<file path="src/rtl/pipe_addsub.sv">
// Pipelined WIDTH-bit adder/subtractor: each stage adds one CHUNK-bit slice and registers its carry.
// A global stall (en) freezes every stage; results leave in acceptance order with carry-out and overflow.
module pipe_addsub #(
  parameter int WIDTH = 32,
  parameter int CHUNK = 8
) (
  input  logic             clk,
  input  logic             rst_n,
  input  logic [WIDTH-1:0] x,
  input  logic [WIDTH-1:0] y,
  input  logic             c_i,
  input  logic             sub,
  input  logic             in_valid,
  output logic             in_ready,
  output logic [WIDTH-1:0] s,
  output logic             c_o,
  output logic             ovf,
  output logic             out_valid,
  input  logic             out_ready
);
  localparam int SAFE_CHUNK = (CHUNK >= 1) ? CHUNK : 1;
  localparam int STAGES     = WIDTH / SAFE_CHUNK;

  generate
    if (CHUNK < 1 || (WIDTH % SAFE_CHUNK) != 0 || STAGES < 1) begin : g_bad_param
      $error("pipe_addsub: WIDTH must be a positive multiple of CHUNK");
    end
  endgenerate

  logic en;

  assign en       = !out_valid || out_ready;
  assign in_ready = en;

  generate
    for (genvar gi = 0; gi < STAGES; gi++) begin : g_stage
      // IN_W: operand bits still to be added on entry; LO: result bits complete on exit.
      localparam int IN_W = WIDTH - gi * CHUNK;
      localparam int LO   = (gi + 1) * CHUNK;

      logic [IN_W-1:0] a_src;
      logic [IN_W-1:0] b_src;
      logic            c_src;
      logic            v_src;
      logic [CHUNK:0]  slice_sum;
      logic [LO-1:0]   s_next;
      logic [LO-1:0]   s_reg;
      logic            c_reg;
      logic            v_reg;

      assign slice_sum = {1'b0, a_src[CHUNK-1:0]}
                       + {1'b0, b_src[CHUNK-1:0]}
                       + {{CHUNK{1'b0}}, c_src};

      if (gi == 0) begin : g_head
        // Subtract as x + ~y + ~c_i.
        assign a_src  = x;
        assign b_src  = sub ? ~y : y;
        assign c_src  = sub ? ~c_i : c_i;
        assign v_src  = in_valid;
        assign s_next = slice_sum[CHUNK-1:0];
      end else begin : g_body
        assign a_src  = g_stage[gi-1].g_skew.a_reg;
        assign b_src  = g_stage[gi-1].g_skew.b_reg;
        assign c_src  = g_stage[gi-1].c_reg;
        assign v_src  = g_stage[gi-1].v_reg;
        assign s_next = {slice_sum[CHUNK-1:0], g_stage[gi-1].s_reg};
      end

      always_ff @(posedge clk or negedge rst_n) begin
        if (!rst_n) begin
          s_reg <= '0;
          c_reg <= 1'b0;
          v_reg <= 1'b0;
        end else if (en) begin
          s_reg <= s_next;
          c_reg <= slice_sum[CHUNK];
          v_reg <= v_src;
        end
      end

      if (gi < STAGES - 1) begin : g_skew
        logic [IN_W-CHUNK-1:0] a_reg;
        logic [IN_W-CHUNK-1:0] b_reg;

        always_ff @(posedge clk or negedge rst_n) begin
          if (!rst_n) begin
            a_reg <= '0;
            b_reg <= '0;
          end else if (en) begin
            a_reg <= a_src[IN_W-1:CHUNK];
            b_reg <= b_src[IN_W-1:CHUNK];
          end
        end
      end else begin : g_tail
        logic carry_into_msb;
        logic ovf_reg;

        // Sum bit = a ^ b ^ carry_in, so the MSB carry-in is recovered from the slice result.
        assign carry_into_msb = slice_sum[CHUNK-1] ^ a_src[CHUNK-1] ^ b_src[CHUNK-1];

        always_ff @(posedge clk or negedge rst_n) begin
          if (!rst_n) begin
            ovf_reg <= 1'b0;
          end else if (en) begin
            ovf_reg <= carry_into_msb ^ slice_sum[CHUNK];
          end
        end
      end
    end
  endgenerate

  assign s         = g_stage[STAGES-1].s_reg;
  assign c_o       = g_stage[STAGES-1].c_reg;
  assign out_valid = g_stage[STAGES-1].v_reg;
  assign ovf       = g_stage[STAGES-1].g_tail.ovf_reg;

endmodule

</file>
<file path="config.mk">
export PLATFORM = sky130hd
export DESIGN_NAME = pipe_addsub
export DESIGN_NICKNAME = d
export VERILOG_FILES = /design/src/rtl/pipe_addsub.sv
export SDC_FILE = /design/constraint.sdc
export NUM_CORES = 1
export LEC_CHECK = 0
export ABC_AREA = 1
export CAP_MARGIN = 20
export CORE_MARGIN = 8
export CORE_UTILIZATION = 40
export DETAILED_ROUTE_END_ITERATION = 8
export GPL_ROUTABILITY_DRIVEN = 0
export HOLD_SLACK_MARGIN = 0.12
export PLACE_DENSITY_LB_ADDON = 0.1
export SLEW_MARGIN = 20
export SYNTH_ARGS = -nofsm -noshare
export SYNTH_HDL_FRONTEND = slang
export SYNTH_SLANG_ARGS = --single-unit
</file>
<file path="constraint.sdc">
create_clock -name clk -period 2.5 [get_ports clk]
set_input_delay 0.25 -clock clk [delete_from_list [all_inputs] [get_ports clk]]
set_output_delay 0.25 -clock clk [all_outputs]
set_load 0.02 [all_outputs]
</file>
Word-level counts from Yosys, hierarchy flattened
Cells that the tools add are included.
{"block": "word_totals", "regBits": 185, "in_bits": 70, "elab_cells": 36}
{"block": "classes", "add_sub_neg": 8, "mux": 2, "bitwise_logic": 5, "n_reduce_logical": 2}
{"operator": "adder 8 x 8 -> 9 bit", "n": 4}
{"operator": "adder 9 x 1 -> 9 bit", "n": 4}
{"operator": "two-way mux 32 bit", "n": 1}
{"operator": "NOT 32 bit", "n": 1}
{"operator": "XOR 1 bit", "n": 3}
{"operator": "zero test 1 bit", "n": 1}
{"operator": "logical OR 1 bit", "n": 1}
{"operator": "two-way mux 1 bit", "n": 1}
{"operator": "NOT 1 bit", "n": 1}

Depth between registers and ports, before layout
{"block": "logic_depth", "ltp_word": 5, "mapped_depth": 15, "ltp_nobuf": 13}

Worst setup path before layout
Ideal clock, no wire load.
{"block": "synth_path", "path_kind": "in2reg", "from": "input sub", "to": "register g_stage[0].s_reg[6]", "arrival_ns": 2.001, "t_required_ns": 2.418, "slack_ns": 0.417, "path_stages": 15, "cell_sequence": "buf_2 > buf_4 > xor2_1 > fa_1 > inv_1 > fa_1 > inv_1 > nand3_1 > nand2_1 > nand2_1 > nand2_1 > nand2_1 > nand2_1 > nand2_1 > a31oi_1"}
{"block": "synth_via", "elab_chain_len": 3}
{"element": "start, declared", "line": "12", "text": "input logic sub,"}
{"element": "two-way mux 32 bit", "line": "58", "text": "assign b_src = sub ? ~y : y;"}
{"element": "adder 8 x 8 -> 9 bit", "line": "52", "text": "+ {1'b0, b_src[CHUNK-1:0]}"}
{"element": "adder 9 x 1 -> 9 bit (*)", "line": "53", "text": "+ {{CHUNK{1'b0}}, c_src};"}
{"element": "end signal, assigned", "line": "76", "text": "s_reg <= s_next;"}
{"element": "end, declared", "line": "47", "text": "logic [LO-1:0] s_reg;"}
Mark *: on every way between the ends. The rest lies on a longest branch, timed or not.
A chain may end at the register's enable or synchronous reset.

Worst setup path after layout
{"block": "layout_path", "from": "register g_stage[1].c_reg", "to": "register g_stage[2].s_reg[22]"}
{"block": "layout_via", "elab_chain_len": 1}
{"element": "start, declared", "line": "48", "text": "logic c_reg;"}
{"element": "start signal, assigned", "line": "77", "text": "c_reg <= slice_sum[CHUNK];"}
{"element": "adder 9 x 1 -> 9 bit", "line": "53"}
{"element": "end signal, assigned", "line": "76"}
{"element": "end, declared", "line": "47"}
No other way between the ends.

==> run metrics <==
outcome finished clean; core area 0.02096 mm2; DR vias/cell 4.571; die height 162.0 um; Setup Fix Bufs, Post-CTS 0; Final Setup Violations 0; Async SR Flop Fraction 100.0%; clk_skew 9.173 ps; post-cts sizing count 0; residual DRC count 0; DR pass1 iterations 4; Crit. End Element flip-flop; Fmax achieved 496.3 MHz; Final HPWL DP 11.87 mm; Layout Area Growth over Synthesis 21.84%; final setup margin 485.1 ps; fin nets 1,175; H-tree Lvls 4; Detail Route Antenna Nets 0; Hold-fix buffers, CTS 1; top_reg_cell synth dfrtp_1; Rows 53; total routed wirelength 17.52 mm; synthesized area 0.008529 mm2; final slew viol count 0; Fin. Hold Viols 0; Die Width 162.0 um; clk root buf clkbuf_16; critical path class reg2reg; PwrDens 1235 mW/mm2; Hold Path Class in2async; antenna violations before repair 0; Fillers 2,132; Overflow after GRT 0; first-pass GRT wire length 30.22 mm; CTS clock-pin slew for the worst setup and hold paths 70 ps; WP data required 2840 ps; syn_nets 1,086; fin crit share 80.59%; diodes inserted 0; flops & latches, synth 185; Max FO, Critical Path 3; Synth warnings 0; Worst Tran Pin Value 692.9 ps; WP data arrival 2350 ps; # clock sinks 185; worst slack, placed 151.8 ps; CTS buffer count 17; register area share after synthesis 54.28%; # Max-Cap Violations 0; cells along the critical path fa_1 -> fa_1 -> nand3_1 -> nand3_1 -> nand2_1 -> nand2_1 -> nand2_1 -> nand3_1 -> a31oi_1; Unique masters post-synth 29; Critical Path Max Stage Delay 460 ps; IO buf count 105; largest net degree at the start of global routing 159; Setup TNS Final 0 ps; clock tree buffer depth 2; Via Count 6,203; RSZ-0062 raised after global routing no; slowest CP cell fa_1; Post-synth EDFFs 0; Mean Syn Cell Area 8.704 um2; share of cells above drive strength 1 5.083%; CP Launch Type flip-flop; Post-Synthesis Cells 980; post-DR wirelength/cell 12.91 um; latest clock arrival within the worst-skew pair 420 ps; Leak 5.108 nW; CTS tree built; I/O Pins 106; vias in the first global route 6,108; Initial Util 40.70%; Iter 0 DRT Violations 374; all-layer global routing usage 13.90%; VDD IR-drop max 0.0009947 V; Die Area 0.02625 mm2; Tmin final 2015 ps; Rel. slew slack 53.81%
==> power by group <==
group	switching, W	internal, W
clock network	0.00118	0.00146
logic	0.00304	0.00208
registers	0.000754	0.00433
==> worst max-delay path: cells and delay by family, from the launching register on <==
kind                     cells  cell delay (ps)
AO/OA/AOI/OAI                1              160
adder cells (fa/ha/maj)      2              870
flip-flops                   1              410
AND/OR/NAND/NOR              6              480
==> synthesized netlist by cell type, types with 2 or more instances <==
library cell	instances	area [um2]
a21oi_1	25	125.1
a31oi_1	5	31.28
buf_2	15	75.07
buf_4	15	112.6
clkbuf_1	14	52.55
dfrtp_1	185	4629
fa_1	8	160.2
ha_1	28	350.3
inv_1	55	206.5
inv_2	2	7.510
nand2_1	440	1652
nand2_2	3	18.77
nand3_1	21	105.1
nand3_2	4	40.04
nand4_1	3	18.77
nor2_1	18	67.56
nor2_2	2	12.51
o211ai_1	6	45.04
o21ai_0	75	375.4
o21ai_1	5	25.02
or2_0	5	31.28
xnor2_1	29	254.0
xor2_1	11	96.34
==> per-layer routing <==
layer  routed length, um  share of wire, %  track usage [%]
met1                9755                56            21.29
met2                6999                40            19.44
met3                 600               3.4            2.809
met4                 164              0.94            3.535
met5                   0                 0                0
==> metrics by stage <==
step,hold slack [ps],instance area (um2),power [W],std cells,utilization (%)
after global placement,232.5,9801,0.01024,1324,46.77
after global routing,362.3,10390,0.01403,1357,49.59
final,338.9,10390,0.01283,1357,49.59
after floorplan,-45.59,8529,0.008607,980,-
after CTS,340.9,10390,0.01303,1357,49.59
after detailed placement,236.1,9801,0.01032,1324,46.77
==> placed cells by master (no fill, tap or decap), drive strengths merged <==
cell type,instances
xnor2,29
ha,28
nand3,25
o21ai,80
bufinv,1
nand4,3
buf,9
a21oi,26
or2,7
clkdlybuf4s50,103
clkinv,4
dlygate4sd3,1
clkbuf,20
clkinvlp,1
nand2,443
dfrtp,185
inv,65
o22ai,1
a31oi,5
xor2,11
fa,8
and2,1
o211ai,6
nor2,20
==> path summary, 6_finish.rpt <==
path / startpoint / endpoint / slack (ps) / depth (start not counted)
max in group asynchronous: rst_n / g_stage[1].g_skew.b_reg[10]$_DFFE_PN0P_ / 1500 / 3
min reg2reg: g_stage[2].v_reg$_DFFE_PN0P_ / out_valid$_DFFE_PN0P_ / 450 / 2
max reg2reg: g_stage[1].c_reg$_DFFE_PN0P_ / g_stage[2].s_reg[22]$_DFFE_PN0P_ / 490 / 9
min in group clk: x[15] / g_stage[0].g_skew.a_reg[7]$_DFFE_PN0P_ / 360 / 3
min: rst_n / g_stage[0].v_reg$_DFFE_PN0P_ / 340 / 2
max: g_stage[1].c_reg$_DFFE_PN0P_ / g_stage[2].s_reg[22]$_DFFE_PN0P_ / 490 / 9
==> final cells by class <==
type	instances	area, um2	share of cell area [%]
multi-input combinational	693	3447	33.17
clock buffer	19	452.9	4.358
sequential	185	4629	44.55
clock inverter	13	128.9	1.240
inverter	58	220.2	2.119
tap	275	344.1	3.311
timing repair buffer	114	1170	11.26
==> cell families after synthesis <==
group	Yosys count	synth area share, %
xor gates and xnor gates	40	4.107
AOI/OAI and AO/OA	118	7.232
and+or+nand+nor	499	23.03
DFF	185	54.28
adders and majority gates	36	5.985
buffers and inverters	102	5.369
(Power assumes the default switching activity.)
